## src/rtl/store_size_seq.sv

```systemverilog
// Read-modify-write sequencer for sub-word stores (SB/SH); SW writes directly.
// Outputs are registered Moore outputs and clear asynchronously with reset.
module store_size_seq #(
    parameter int MEM_LAT = 1
) (
    input  logic       clk,
    input  logic       reset,
    input  logic       start,
    input  logic [1:0] store_type,
    input  logic [1:0] addr_low,
    output logic       busy,
    output logic       mem_rd,
    output logic       mdr_load,
    output logic       mem_wr,
    output logic [1:0] controleSS,
    output logic       done,
    output logic       err
);

    // state | meaning
    // IDLE  | waiting for start
    // READ  | mem_rd held for MEM_LAT cycles
    // LATCH | mdr_load pulse, read data captured
    // WRITE | mem_wr pulse, merged word written back
    // DONE  | done pulse
    // ERR   | err pulse, request rejected without memory access
    typedef enum logic [2:0] {
        IDLE,
        READ,
        LATCH,
        WRITE,
        DONE,
        ERR
    } state_t;

    localparam logic [1:0] TYPE_SW = 2'b00;
    localparam logic [1:0] TYPE_SB = 2'b01;
    localparam logic [1:0] TYPE_SH = 2'b10;

    state_t     state;
    logic [3:0] cnt;
    logic       legal;

    always_comb begin
        legal = 1'b0;
        case (store_type)
            TYPE_SW: legal = (addr_low == 2'b00);
            TYPE_SB: legal = 1'b1;
            TYPE_SH: legal = ~addr_low[0];
            default: legal = 1'b0;
        endcase
    end

    // controleSS doubles as the captured store type for the whole sequence.
    always_ff @(posedge clk or negedge reset) begin
        if (!reset) begin
            state      <= IDLE;
            cnt        <= '0;
            busy       <= 1'b0;
            mem_rd     <= 1'b0;
            mdr_load   <= 1'b0;
            mem_wr     <= 1'b0;
            controleSS <= 2'b00;
            done       <= 1'b0;
            err        <= 1'b0;
        end else begin
            mdr_load <= 1'b0;
            mem_wr   <= 1'b0;
            done     <= 1'b0;
            err      <= 1'b0;
            case (state)
                IDLE: begin
                    if (start) begin
                        busy <= 1'b1;
                        if (!legal) begin
                            state <= ERR;
                            err   <= 1'b1;
                        end else if (store_type == TYPE_SW) begin
                            state      <= WRITE;
                            mem_wr     <= 1'b1;
                            controleSS <= TYPE_SW;
                        end else begin
                            state      <= READ;
                            mem_rd     <= 1'b1;
                            cnt        <= 4'(MEM_LAT - 1);
                            controleSS <= store_type;
                        end
                    end
                end
                READ: begin
                    if (cnt == 4'd0) begin
                        state    <= LATCH;
                        mem_rd   <= 1'b0;
                        mdr_load <= 1'b1;
                    end else begin
                        cnt <= cnt - 4'd1;
                    end
                end
                LATCH: begin
                    state  <= WRITE;
                    mem_wr <= 1'b1;
                end
                WRITE: begin
                    state <= DONE;
                    done  <= 1'b1;
                end
                DONE: begin
                    state      <= IDLE;
                    busy       <= 1'b0;
                    controleSS <= 2'b00;
                end
                ERR: begin
                    state <= IDLE;
                    busy  <= 1'b0;
                end
                default: begin
                    state      <= IDLE;
                    busy       <= 1'b0;
                    mem_rd     <= 1'b0;
                    controleSS <= 2'b00;
                end
            endcase
        end
    end

endmodule

```

## config.mk

```make
export PLATFORM = sky130hd
export DESIGN_NAME = store_size_seq
export DESIGN_NICKNAME = d
export VERILOG_FILES = /design/src/rtl/store_size_seq.sv
export SDC_FILE = /design/constraint.sdc
export NUM_CORES = 1
export LEC_CHECK = 0
export ABC_CLOCK_PERIOD_IN_PS = 2600
export CORE_MARGIN = 8
export CORE_UTILIZATION = 25
export CTS_CLUSTER_DIAMETER = 60
export DETAILED_ROUTE_END_ITERATION = 10
export SLEW_MARGIN = 20
export SYNTH_ARGS = -nofsm -noshare
export SYNTH_HDL_FRONTEND = slang
export SYNTH_SLANG_ARGS = --single-unit
```

## constraint.sdc

```tcl
create_clock -name clk -period 2.6 [get_ports clk]
set_input_delay 0.52 -clock clk [delete_from_list [all_inputs] [get_ports clk]]
set_output_delay 0.52 -clock clk [all_outputs]
set_load 0.05 [all_outputs]
```

==> qor.txt <==
DRC marker count from the first detailed-route iteration: 98
Root Buffer: clkbuf_4
Vias per inst: 4.90
Synth unique cells: 37
Chip width: 72.8 um
# placed instances: 136
Period utilization: 77.2%
First-pass GRT wire length: 3210 um
Fraction of registers with async set/reset: 100%
Slowest-stage cell, CP: clkdlybuf4s50_1
CP top delay family: buffers and inverters
Chip Height: 72.8 um
Fin worst setup slack: 592 ps
Setup WS pre-CTS: 391 ps
Number of global-route vias before repair: 716
Commonest cells after routing, fill and taps aside: dfrtp_1 (15), clkdlybuf4s50_1 (14), nor2_1 (11), nand2_1 (5)
Layout fillers: 344
Synth area leader: dfrtp_1
Non-Filler Instances: 140
Routed WL per cell: 13.6 um
Hold Crit Class: reg -> reg
Top cell type's share of synthesized area: 46.5%
Max cap viols: 0
Post-synth net total: 91
GPL Wtd Cong: 0.775
Hold Vio Cnt, Final: 0
Worst setup path category: reg -> out
Largest net degree at the start of global routing: 20
Final hold slack: 502 ps
Residual DRC: 0
Setup Total Neg Slack: 0 ps
GRT Total Usage: 7.77%
CTS Buf Count: 3
Final Max Slew Viols: 0
Clk sink count: 15
FF+latch count, synth: 15
Final setup vio count: 0
Maximum clock rate: 498 MHz
Worst-margin pin slew: 667 ps
Post-synth EDFFs: 0
Clk pin slew, worst setup/hold paths: 90 ps
WP data required: 2080 ps
Critical path endpoint category: primary output
Area Overhead vs Synth: 25.1%
Ranking of synthesized cells by area: dfrtp_1 (47%), nor2_1 (5.1%), a32o_1 (3.7%)
Num ports: 15
Total die area: 5300 sq um
Post_cts resized: 0
Clock Skew: 1.21 ps
Period minus WS final: 2010 ps
WL final: 1900 um
Syn Inst Count: 82
Row cnt: 20
Port Buf Inserts: 14
DPL Wire Length: 1400 um
CTS H-tree depth: 1
Met3 wire length: 86 um
Sequential fraction of the synthesis area: 46.5%
Grt total ovfl: 0
Final Cell Area: 1010 sq um
Initial antenna violation count: 0
DR vias: 686
CP Launch Type: register
Final ANT Viol Nets: 0
Outcome: complete, no violations
Nets: 106
Fraction of layout cells with a size suffix above 1: 8.33%
Synth warn: 0
CTS max path bufs: 2
Highest metal used: met4
Critical Path Fanout Max: 3
Hold Buf Count CTS: 0
TritonCTS clock tree: built
Leak Pwr: 0.420 nW
# Post-CTS Setup Buffers: 0
Final core occ: 33.1%
Tot Pwr: 1.29 mW
Ant diodes: 0
Initial Util: 26.4%
Worst slew margin: 55.4%
CP bufs+invs: 1
Clk_lat worst skew: 290 ps
Commonest non-fill, non-tap cell in the layout: dfrtp_1
Core Footprint: 3050 sq um
Power Density: 1280 nW/um^2
Worst endpoint data arrival time: 1490 ps
Pre-Repair DR Iteration Count: 4
CP cell instances: clkdlybuf4s50_1
Met1 wire length: 836 um
Post-Syn Area: 807 sq um
RSZ-0062 raised after global routing: false
Crit-path max cell delay: 810 ps
Ys flop type: dfrtp_1
Peak VDD IR: 0.207 mV
Mean Syn Cell Area: 9.84 sq um
Placed standard-cell area: 982 sq um
Routed length on met2: 928 um
synth_stat cells, drive strengths merged, types with 2 or more instances:
cell type and count:
dfrtp 15, nor2 11, nand2 5, a21oi 4, inv 4, o21ai 4, a32o 3, buf 2
clkbuf 2, ha 2, nand2b 2, nor3 2, o211ai 2, o21bai 2, o31ai 2, or3b 2
state kept, by name (all words and copies together) (netlist names):
signal and count:
cnt 4, err 1, controleSS 2, mem_wr 1, busy 1, mem_rd 1, mdr_load 1, state 3
done 1
logic make-up after synthesis:
logic type	after synthesis	share of synthesized area [%]
AOI/OAI and AO/OA	28	27.1
DFF	15	46.5
buffers and inverters	8	4.34
and+or+nand+nor	29	18.9
adders and majority gates	2	3.10
where the power goes:
| part | leakage (nW) | total (mW) | internal [mW] | switching [mW] |
|---|---|---|---|---|
| Sequential | 0.194 | 0.450 | 0.322 | 0.128 |
| Combinational | 0.208 | 0.700 | 0.283 | 0.417 |
| Clock | 0.0177 | 0.139 | 0.0572 | 0.0816 |
routing by layer:
| metal | GRT usage, % | vias up |
|---|---|---|
| met2 | 12.3 | 15 |
| met1 | 8.46 | 333 |
| met4 | 6.67 | 0 |
| met5 | 0 | - |
| met3 | 1.92 | 4 |
| li1 | - | 334 |
layout make-up:
type                    instances  area, sq um  area share [%]
clock inverters                 1         5.00           0.496
repair buffers                 14          140            13.9
well taps                      44         55.1            5.45
multi-input cells              59          397            39.3
flip-flops and latches         15          375            37.2
clock buffers                   3         22.5            2.23
inverters                       4         15.0            1.49
final timing paths:
| kind | start | end | slack (ps) | depth (start not counted) |
|---|---|---|---|---|
| setup / recovery | controleSS[0] | controleSS[0] | 590 | 1 |
| hold / removal | busy | busy | 500 | 2 |
| setup reg to reg | state[0] | state[1] | 870 | 4 |
| hold reg to reg | busy | busy | 500 | 2 |
| max in group asynchronous | reset | mem_rd | 1550 | 1 |
| min in group asynchronous | reset | done | 630 | 1 |
Note: power is estimated with default switching activity, not from simulation.
